--- config.mk ---
export PLATFORM = sky130hd
export DESIGN_NAME = lc2k_regfile_wb
export DESIGN_NICKNAME = d
export VERILOG_FILES = /design/src/rtl/lc2k_regfile_wb.sv
export SDC_FILE = /design/constraint.sdc
export NUM_CORES = 1
export LEC_CHECK = 0
export CAP_MARGIN = 20
export CORE_ASPECT_RATIO = 1.4
export CORE_MARGIN = 5
export CORE_UTILIZATION = 43
export CTS_CLUSTER_SIZE = 14
export DETAILED_ROUTE_END_ITERATION = 10
export PLACE_DENSITY_LB_ADDON = 0.05
export SETUP_SLACK_MARGIN = 0.2
export SLEW_MARGIN = 20
export SYNTH_ARGS = -nofsm -noshare
export SYNTH_HDL_FRONTEND = slang
export SYNTH_SLANG_ARGS = --single-unit
--- constraint.sdc ---
create_clock -name clk -period 2.02 [get_ports clk]
set_input_delay 0.404 -clock clk [delete_from_list [all_inputs] [get_ports clk]]
set_output_delay 0.404 -clock clk [all_outputs]
set_load 0.02 [all_outputs]
--- src/rtl/lc2k_regfile_wb.sv ---
// -----------------------------------------------------------------------------
// lc2k_regfile_wb
//
// LC2K architectural register file (2^ADDR_WIDTH x DATA_WIDTH) with a
// one-entry write-back latch. The latch sits right after the write-data mux.
// A write is captured into the latch on one edge and committed to the array
// on the next edge. Commit and capture share an edge, so back-to-back
// writes stream with no bubble.
//
// Optional feature macro: REGFILE_BYPASS_EN
//   defined   : read ports A/B forward the latch data when a pending write
//               targets the same (nonzero) index. A write is then readable
//               1 cycle after its edge.
//   undefined : read ports A/B return array contents only. A write is
//               readable 2 cycles after its edge. The hazard unit must
//               stall on wb_pending && wb_reg match.
//   dbg_data is never bypassed in either build.
//
// Ports
//   clk          in   single clock, all state updates on the rising edge
//   reset        in   synchronous, active-high; clears array, latch, counter
//   wr_en        in   write request this cycle
//   wr_reg       in   destination register (writes to r0 are discarded)
//   write_value  in   data from the write-data mux
//   rd_reg_a/b   in   read port indices
//   rd_data_a/b  out  read port data, combinational
//   dbg_reg      in   debug read index
//   dbg_data     out  array contents at dbg_reg, combinational, no bypass
//   wb_pending   out  latch holds an uncommitted write
//   wb_reg       out  destination held in the latch (valid when wb_pending)
//   commit_count out  number of committed writes, saturating at all-ones
// -----------------------------------------------------------------------------
module lc2k_regfile_wb #(
    parameter int DATA_WIDTH  = 32,
    parameter int ADDR_WIDTH  = 3,
    parameter int COUNT_WIDTH = 16
) (
    input  logic                   clk,
    input  logic                   reset,
    input  logic                   wr_en,
    input  logic [ADDR_WIDTH-1:0]  wr_reg,
    input  logic [DATA_WIDTH-1:0]  write_value,
    input  logic [ADDR_WIDTH-1:0]  rd_reg_a,
    input  logic [ADDR_WIDTH-1:0]  rd_reg_b,
    output logic [DATA_WIDTH-1:0]  rd_data_a,
    output logic [DATA_WIDTH-1:0]  rd_data_b,
    input  logic [ADDR_WIDTH-1:0]  dbg_reg,
    output logic [DATA_WIDTH-1:0]  dbg_data,
    output logic                   wb_pending,
    output logic [ADDR_WIDTH-1:0]  wb_reg,
    output logic [COUNT_WIDTH-1:0] commit_count
);

    localparam int NumRegs = 1 << ADDR_WIDTH;

`ifdef REGFILE_BYPASS_EN
    localparam bit BypassEn = 1'b1;
`else
    localparam bit BypassEn = 1'b0;
`endif

    // Architectural state
    logic [DATA_WIDTH-1:0]  regs [NumRegs];
    logic                   pend;
    logic [ADDR_WIDTH-1:0]  lreg;
    logic [DATA_WIDTH-1:0]  ldata;
    logic [COUNT_WIDTH-1:0] commitCount;

    // A write to r0 is dropped at capture time. It never reaches the latch,
    // so it never produces a commit or a count.
    logic captureNow;
    assign captureNow = wr_en && (wr_reg != '0);

    // Saturating increment for the commit counter.
    function automatic logic [COUNT_WIDTH-1:0] satIncrement(
        input logic [COUNT_WIDTH-1:0] cnt
    );
        if (&cnt) begin
            return cnt;
        end
        return cnt + COUNT_WIDTH'(1);
    endfunction

    // Read-port resolution: r0 is hard zero. Otherwise a matching pending
    // latch entry wins (bypass build only), and the array supplies the rest.
    function automatic logic [DATA_WIDTH-1:0] resolveRead(
        input logic [ADDR_WIDTH-1:0] idx,
        input logic [DATA_WIDTH-1:0] arrayVal,
        input logic                  hitPend,
        input logic [ADDR_WIDTH-1:0] hitReg,
        input logic [DATA_WIDTH-1:0] hitData
    );
        if (idx == '0) begin
            return '0;
        end
        if (BypassEn && hitPend && (hitReg == idx)) begin
            return hitData;
        end
        return arrayVal;
    endfunction

    // Commit the previous capture and capture the new write on the same edge.
    // Commit uses the latch contents from before this edge. A same-register
    // write therefore lands one cycle after the previous one, and the later
    // value wins.
    always_ff @(posedge clk) begin
        if (reset) begin
            for (int i = 0; i < NumRegs; i++) begin
                regs[i] <= '0;
            end
            pend        <= 1'b0;
            lreg        <= '0;
            ldata       <= '0;
            commitCount <= '0;
        end else begin
            if (pend) begin
                regs[lreg]  <= ldata;
                commitCount <= satIncrement(commitCount);
            end
            pend <= captureNow;
            if (captureNow) begin
                lreg  <= wr_reg;
                ldata <= write_value;
            end
        end
    end

    always_comb begin
        rd_data_a = resolveRead(rd_reg_a, regs[rd_reg_a], pend, lreg, ldata);
        rd_data_b = resolveRead(rd_reg_b, regs[rd_reg_b], pend, lreg, ldata);
        // Debug dump shows committed architectural state only.
        dbg_data  = (dbg_reg == '0) ? '0 : regs[dbg_reg];
    end

    assign wb_pending   = pend;
    assign wb_reg       = lreg;
    assign commit_count = commitCount;

endmodule

==> Word level (Yosys, flattened, before mapping) <==
Memories as Yosys holds them, arrays and structs flattened.
Cells that the tools add are included.
{ "totals": {"input_bits": 47, "mem_count": 1, "reg_bits": 52, "ram_bits": 256} }
{ "classes": {"add_sub_neg": 1, "n_eq_ne": 1, "reduce_logical": 8, "muxes": 19} }
{ "memory_table": {"columns": ["memory", "depth", "width", "read_ports", "rd_ports_with_merged_regs", "write_ports", "line", "rtl"], "rows": [
  ["regs", 8, 32, 3, 0, 8, "63", "logic [DATA_WIDTH-1:0] regs [NumRegs];"]
]} }
{ "ops": {"columns": ["operator", "count"], "rows": [
  ["$mux 32", 6],
  ["$reduce_or 32->1", 1],
  ["$add 16x1->16 const B", 1],
  ["$mux 16", 1],
  ["$reduce_and 16->1", 1],
  ["$mux 1", 11],
  ["$logic_not 3->1", 3],
  ["$mux 3", 1],
  ["$reduce_bool 3->1", 1],
  ["$ne 2x2->1 const B", 1],
  ["$reduce_and 2->1", 1],
  ["$logic_and 1x1->1", 1]
]} }

==> Logic depth before layout (Yosys ltp) <==
Gate-level depths: netlist of run 1.
{ "depth": {"ltp_word": 6, "mapped_depth": 6} }

==> Worst setup path after synthesis of run 1 <==
OpenSTA, ideal clock, no wires.
{ "synth_timing": {"path_type": "input port to output port", "from": "input port rd_reg_a[0]", "to": "output port rd_data_a[0]", "setup_slack_ps": -329, "stages": 5, "arrival_ps": 1945, "t_required_ps": 1616, "cell_sequence": "buf_2 clkbuf_1 clkbuf_1 a22oi_1 o21ai_0"} }
{ "synth_via": {"elab_chain_cells": 3, "word_cells_on_any_way": 4} }
{ "synth_lines": {"columns": ["element", "line", "rtl"], "rows": [
  ["from (decl)", "43", "input logic [ADDR_WIDTH-1:0] rd_reg_a,"],
  ["branches (longest 2 deep; another with $mem_v2 8x32)", null, null],
  ["$mux 32 (*)", "96", "if (BypassEn && hitPend && (hitReg == idx)) begin"],
  ["to (decl)", "45", "output logic [DATA_WIDTH-1:0] rd_data_a,"]
]} }
Every way passes the cells marked *.

==> results, run 1 <==
- The routed wire length is 50,300 um.
- Measured along the y axis, the die boundary spans between 200 and 250 um.
- The total placed cells including tap cells is 1,952.
- The highest net fanout along the worst path is 3.
- The count of buffers added on input and output ports is approximately 160.
- The headroom to the max-slew limit is between 60 and 70%.
- The library cells used most frequently in the layout, excluding fill and tap cells, are and2_1, edfxtp_1, buf_4, mux4_2.
- The final estimated routing congestion in global placement is a little under 0.9.
- The count of endpoints failing hold in the final timing report is 0.
- For met2 alone, demand over resource in global routing was a little under half.
- Setup repair after global routing could not meet its margin everywhere.
- The number of antenna violations at the first check in global routing is 1.
- For the finished layout, the period the worst path requires is between 2000 and 2500 ps.
- The analysis attributes to cell leakage a power of 0.00814 uW.
- Summing the sequential cell areas from Yosys gives 50.1% of the chip area.
- The level count of the clock H-tree is 1.
- The number of hold buffers added after CTS was 0.
- The clock slew seen by the registers of the worst setup and hold paths is around 70 ps.
- The register with the most flip-flops in the layout has between 200 and 250 of them.
- In this run the most critical hold path is launched from reset.
- The die outline width is between 150 and 200 um.
- The post-route netlist has between 50% and 60% of its cells at a drive strength greater than 1.
- STA classifies the critical path endpoint as an output port.
- The type of the worst setup path is reg -> out.
- The top cell type by area accounts for between 40 and 50% of the synthesized area.
- The total negative slack is -11,810 ps.
- The maximum number of pins on one net before global-route repair is 37.
- The via count of the first global-routing pass came to roughly 12,000.
- Compared with the post-synthesis result, the final layout area differs by 38.7%.
- The worst hold path was traced through 3 stages.
- In the global route stage, met1 resource usage came out at 30.5%.
- IR analysis of the VDD net gives a maximum drop of between 600 and 700 uV.
- Measured in cells, the most critical reg-to-reg path has a length of 4.
- In the post-route analysis, the smallest setup slack over all paths is -195 ps.
- No sink is reached through more buffers than the 3 on the longest clock path.
- The worst register-to-register path ends at commit_count[15].
- The CTS sink count is 276.
- In the routed design, unresolved DRC markers number 0.
- The count of mapped cells out of synthesis is between 1,000 and 1,500.
- The biggest area contributor in the post-synthesis netlist is edfxtp_1.
- The launching point of the worst reg2reg path is commit_count[0].
- The number of diodes added for antenna fixing is 0.
- More flip-flops sit in one register than any other, and that register is regs.
- Yosys attributes the largest share of cell area to edfxtp_1, mux4_2, and2_1, mux2_2, dfxtp_1.
- Tracing the worst setup path back leads to its startpoint at regs[3][13].
- In this run the most used layer during global routing was met2.
- The filler cells instantiated in the layout total just under 3,000.
- The endpoint required time on the critical path is between 1500 and 2000 ps.
- Setup violations remaining at the end of the flow were counted as 96.
- On the final layout, the worst clock skew is between 20 and 30 ps.
- After layout, the worst path uses 110% of the clock period.
- The TritonCTS clock tree is yes.
- The kind of path behind the tightest hold check is in -> reg.
- The worst path arrival time is between 1500 and 2000 ps.
- The first detailed-routing pass ran for 5 iterations.
- The count of warnings emitted by yosys is 0.
- Power spread over the standard cell area amounts to between 700 and 800 nW/um^2.
- The met3 usage is under 10%.
- The number of nets with antenna violations after detailed routing is 0.
- The cell at the root of the clock tree is clkbuf_16.
- In the routed layout, each cell is associated on average with a via count of roughly 6.
- The worst hold path terminates at ldata[31].
- The first global-routing pass estimated between 70,000 and 80,000 um of wire.
- In the global route stage, overall resource usage came out at roughly 25%.
- The number of flip-flops and latches in the synthesized netlist is 276.
- Across the run, the number of max-cap violations was 0.
- The detailed router finished its first iteration with roughly 700 violations.
- When the netlist entered floorplanning its net count stood at between 1,000 and 1,500.
- The checks that failed: negative setup slack.
- In the final routed layout, each cell accounts on average for roughly 25 um.
- The total number of nets in the final design is about 1,600.
- The transition time of the tightest slew-check pin is 582 ps.
- The finished cells cover ~22,000 um^2.
- The core region area is 35,700 um^2.
- Yosys mapped the design onto 42 distinct sky130hd cell types.
- A synthesized cell averages around 12 um^2.
- The cell area after technology mapping is approximately 16,000 um^2.
- The total clock buffers created by CTS is 29.
- The setup check on the worst reg-to-reg path leaves a slack of between 200 and 250 ps.
- STA classifies the critical path startpoint as a flop.
- The final count of pins violating max slew is 0.
- The via count is 11,700.
- The initial cell density of the core is between 40% and 50%.
- The final global-route overflow total is 0.
- The fmax is 0.451 GHz.
- Summing all placed instances gives a cell area of roughly 20,000 um^2.
- The initialized floorplan defines approximately 80 standard-cell rows.
- The most common cell after layout, fill and taps aside is and2_1.
- approximately 160 I/O pins were placed.
- The later pin in the worst-skew pair is clocked with a latency of 560 ps.
- The area of the die is ~40,000 um^2.
- The run finished, with violations left.
- The design draws between 15,000 and 20,000 uW.
- Summed over all nets, the half-perimeter wirelength after detailed placement is 33,600 um.
- The number of non-filler instances in the completed layout is roughly 2,000.
-- worst max-delay path, stage by stage, from the launching register on --
cell and delay [ps]:
edfxtp_1 440, mux2_2 300, a221oi_2 250, a21oi_2 90, buf_4 170
-- stage by stage --
stage	utilization (%)	hold WS, ps	setup WS (ps)
5_1_grt	60.3	183	-262
3_5_place_dp	55.1	492	-569
3_3_place_gp	55.1	492	-576
2_1_floorplan	-	481	151
6_report	60.3	185	-195
4_1_cts	59.1	169	-222
-- cell usage after synthesis --
| library cell | count |
|---|---|
| nand3b_1 | 1 |
| or4_1 | 2 |
| and3_1 | 3 |
| a311oi_1 | 1 |
| or3_1 | 7 |
| a21oi_1 | 106 |
| o31ai_1 | 3 |
| o31a_1 | 1 |
| clkbuf_1 | 91 |
| a41oi_1 | 1 |
| and2_1 | 226 |
| o41ai_1 | 1 |
| a211oi_1 | 2 |
| a31oi_1 | 1 |
| nand2_1 | 105 |
| nor3_1 | 3 |
| a21o_1 | 1 |
| ha_1 | 1 |
| mux2_2 | 95 |
| xor2_1 | 2 |
| nand3_1 | 2 |
| nor2_1 | 14 |
| edfxtp_1 | 224 |
| o21ai_0 | 43 |
| and4_4 | 1 |
| inv_1 | 62 |
| nor4_1 | 1 |
| or3b_2 | 1 |
| mux2i_1 | 3 |
| o2111ai_1 | 1 |
| mux4_2 | 96 |
| buf_2 | 7 |
| a22oi_1 | 35 |
| nand2b_1 | 2 |
| nor2b_1 | 4 |
| or4b_4 | 1 |
| or2_2 | 7 |
| a221oi_1 | 62 |
| dfxtp_1 | 52 |
| and4_1 | 1 |
| buf_1 | 11 |
| nand4_1 | 9 |
-- what timing repair did --
action	CTS	global route
pin swaps	82	23
endpoints found under the setup margin	118	100
setup buffers	1	1
resized for setup	671	96
-- final cells by class --
| cell class | instances | area [um^2] | share of cell area, % |
|---|---|---|---|
| timing repair buffer | 309 | 3310 | 15.4 |
| multi-input combinational | 845 | 8560 | 39.8 |
| clock inverter | 15 | 210 | 0.977 |
| tap | 462 | 578 | 2.69 |
| sequential | 276 | 7800 | 36.2 |
| inverter | 62 | 233 | 1.08 |
| clock buffer | 37 | 826 | 3.84 |
-- kinds of logic (layout without fill, tap and decap cells) --
kind of cell,Yosys count,after routing,synth area share [%]
flops,276,276,50.1
mux,194,194,21.0
fa+ha+maj,1,1,0.0806
compound gates,258,258,10.6
xor+xnor,2,2,0.113
simple gates,390,390,13.9
buf+inv,171,423,4.19
-- worst max path at each step --
stage | endpoint | slack (ps) | depth (start not counted)
final | dbg_data[13] | -200 | 4
after global routing | rd_data_b[10] | -260 | 5
after CTS | dbg_data[13] | -220 | 4
after detailed placement | rd_data_b[0] | -570 | 6
after global placement | rd_data_b[6] | -580 | 6
after floorplan | commit_count[15] | 150 | 4
-- report_power, final --
part | internal [uW] | switching (uW) | total (uW)
registers | 6340 | 224 | 6570
clock network | 3520 | 2280 | 5800
logic | 1380 | 1480 | 2860
-- per-layer routing --
layer	wire length [um]	vias up
met5	13	-
met3	2440	91
met2	26900	348
met4	1610	2
met1	19300	5923
li1	-	5342
Note: power is estimated with default switching activity, not from simulation.
==> run 2, diff against run 1 <==
--- a/config.mk
+++ b/config.mk
@@ -11,7 +11,7 @@
 export CORE_UTILIZATION = 43
 export CTS_CLUSTER_SIZE = 14
 export DETAILED_ROUTE_END_ITERATION = 10
-export PLACE_DENSITY_LB_ADDON = 0.05
+export PLACE_DENSITY = 0.66
 export SETUP_SLACK_MARGIN = 0.2
 export SLEW_MARGIN = 20
 export SYNTH_ARGS = -nofsm -noshare
==> run 2 against run 1 <==
  * The run still ends with negative setup slack left
  * Highest routed layer is now met4
  * Register-to-register slack gained 20 ps
  * Critical path depth is the same
  * Clock-buffer cell count increased by 6
==> results, run 2 (synthesis results as in run 1) <==
- After the flow finishes, the layout carries non-filler instances totaling 1,995.
- Entering global routing, the biggest net connects 36 pins.
- At the later pin of the worst-skew pair, clock insertion delay measures ~550 ps.
- The headroom to the max-slew limit is between 60% and 70%.
- The number of diodes added for antenna fixing is 0.
- The core region is between 30,000 and 40,000 um^2.
- For met3 alone, demand over resource in global routing was 2.51%.
- After the last flow step, the layout net total stands at 1,559.
- The sort of element at the end of the critical path is an output port.
- In this run the count of I/O pins placed on the die edge is 163.
- The congestion estimate from routability-driven global placement came to 0.823.
- The most common cell after layout, fill and taps aside is and2_1.
- The detail route stage leaves a number of antenna-violating nets equal to 0.
- The register with the most flip-flops in the layout has between 200 and 250 of them.
- The number of antenna violations at the first check in global routing is 0.
- The category of the worst setup path launch point is a flop.
- The via count of the first global-routing pass is between 10,000 and 15,000.
- The global routing stage identified its most utilized layer as met2.
- In this run the core area contains 82 standard-cell rows.
- Dividing the detail-routed via count by the number of cells gives just under 6.
- The final count of pins violating max slew was 0.
- Cells with a size suffix above 1 make up 50.3% of the layout.
- The run finished, with violations left.
- Relative to the synthesized area, the layout overhead comes to 37.6%.
- The path class of the tightest hold or removal check is in -> reg.
- The placed wire-length estimate after detailed placement is roughly 33,000 um.
- The height of the die is 235 um.
- For this run, design rule violations remaining after detail routing come to 0.
- The buffer and inverter count on the worst path is 1.
- The first-pass GRT wire length is between 70,000 and 80,000 um.
- The root buffer cell chosen for the clock tree is clkbuf_16.
- The global-route track usage on met1 is 31.3%.
- Cells fill 59.8% of the core in the end.
- The transition time of the tightest slew-check pin is about 460 ps.
- The final setup skew is a little under 10 ps.
- The number of setup violations in the final report is 96.
- The floorplan step defined a die boundary enclosing roughly 40,000 um^2.
- The total clock buffers created by CTS is 28.
- Traced cell by cell, the critical path runs through mux2_4 -> a221oi_4 -> a21oi_4 -> buf_6.
- The max-capacitance violation count is 0.
- Measured along the x axis, the die boundary spans 171 um.
- The worst path setup slack after routing is -180 ps.
- The met2 layer usage reported by global route is 43.7%.
- The static leakage is 0.00801 uW.
- Along the worst path, the maximum fanout reaches 3.
- The cell family contributing the most delay on the critical path is flip-flops.
- The cell with the largest stage delay on the worst path is edfxtp_1.
- The fmax is ~0.45 GHz.
- The initial utilization of the core area, before any placement, comes to 43.5%.
- The via count is about 12,000.
- Dividing total power by cell area gives a power density of a little under 700 nW/um^2.
- The register containing the most flip-flops in the final layout is regs.
- The checks that failed: negative setup slack.
- The level count of the clock H-tree is 1.
- The count of endpoints failing hold in the final timing report is 0.
- Setup repair after global routing could not meet its margin everywhere.
- The count of buffers added on input and output ports is approximately 160.
- The first TritonRoute pass finished after 5 iterations.
- Counting along the longest clock path gives a buffer depth of 3.
- For the worst setup path, the data required time is ~1600 ps.
- The violation count after the first detailed-routing iteration is 894.
- In this run, placement finished with an instance count of 1,934.
- The peak supply drop is roughly 570 uV.
- For this design, the sink count on the clock tree is 276.
- In this design, the stage delay of the slowest critical-path cell is ~420 ps.
- The routed wire length is 49,600 um.
- The worst path arrival time is 1800 ps.
- Global routing finished with a remaining overflow of 0.
- Global routing consumed, over all layers together, between 20% and 30% of the routing resources.
- In the final routed layout, each cell accounts on average for 24.9 um.
- The TritonCTS clock tree is yes.
- After layout, the minimum clock period comes to roughly 2200 ps.
- Clock-pin slew was measured on the worst setup and hold paths at about 60 ps.
- The top cell types in the final layout, fill and taps aside, are and2_1, edfxtp_1, buf_4, mux4_2, mux2_2.
- After layout, the worst path uses 109% of the clock period.
- The worst setup path is of the reg -> out kind.
-- run 2: metal layers --
metal / vias up / share of wire [%]
li1: 5314 / -
met1: 5983 / 38
met2: 423 / 53
met3: 88 / 5.9
met4: 0 / 2.8
met5: - / 0
-- run 2: layout make-up --
cell class,instances,area (um^2)
Fill cell,2837,14400
Multi-Input combinational cell,845,8520
Sequential cell,276,7800
Timing Repair Buffer,298,3260
Clock buffer,43,903
Tap cell,462,578
Inverter,62,233
Clock inverter,9,53.8
-- run 2: final timing paths --
check	startpoint	to	slack [ps]	depth (start not counted)
worst min register to register	commit_count[11]	commit_count[11]	510	2
worst max register to register	wb_pending	commit_count[15]	250	4
worst max-delay path	regs[3][0]	dbg_data[0]	-180	4
worst min-delay path	reset	wb_reg[0]	390	3
-- run 2: worst min-delay path, cell delays in order --
cell    delay [ps]
buf_2          120
buf_4          240
nor2_1         130
-- run 2: stage by stage --
step	setup TNS [ps]	area (um^2)	hold slack (ps)	setup WS (ps)	total power, uW
finish	-11640	21300	388	-180	14700
global route	-17380	21300	387	-231	15200
CTS	-13360	21000	371	-198	14700
detailed placement	-40710	19500	485	-491	9270
global placement	-40350	19500	474	-490	9230
floorplan	0	16300	481	151	8060
-- run 2: power by group --
part / leakage (uW) / internal [uW] / switching (uW)
registers: 0.00274 / 6340 / 221
logic: 0.00480 / 1370 / 1490
clock network: 0.000476 / 3090 / 2200
-- run 2: repair_timing --
item	4_1_cts	5_1_grt
hold buffers	0	0
buffers inserted	7	1
pin swaps	77	28
resized for setup	662	89
gates cloned	1	0
setup endpoints to repair	117	113
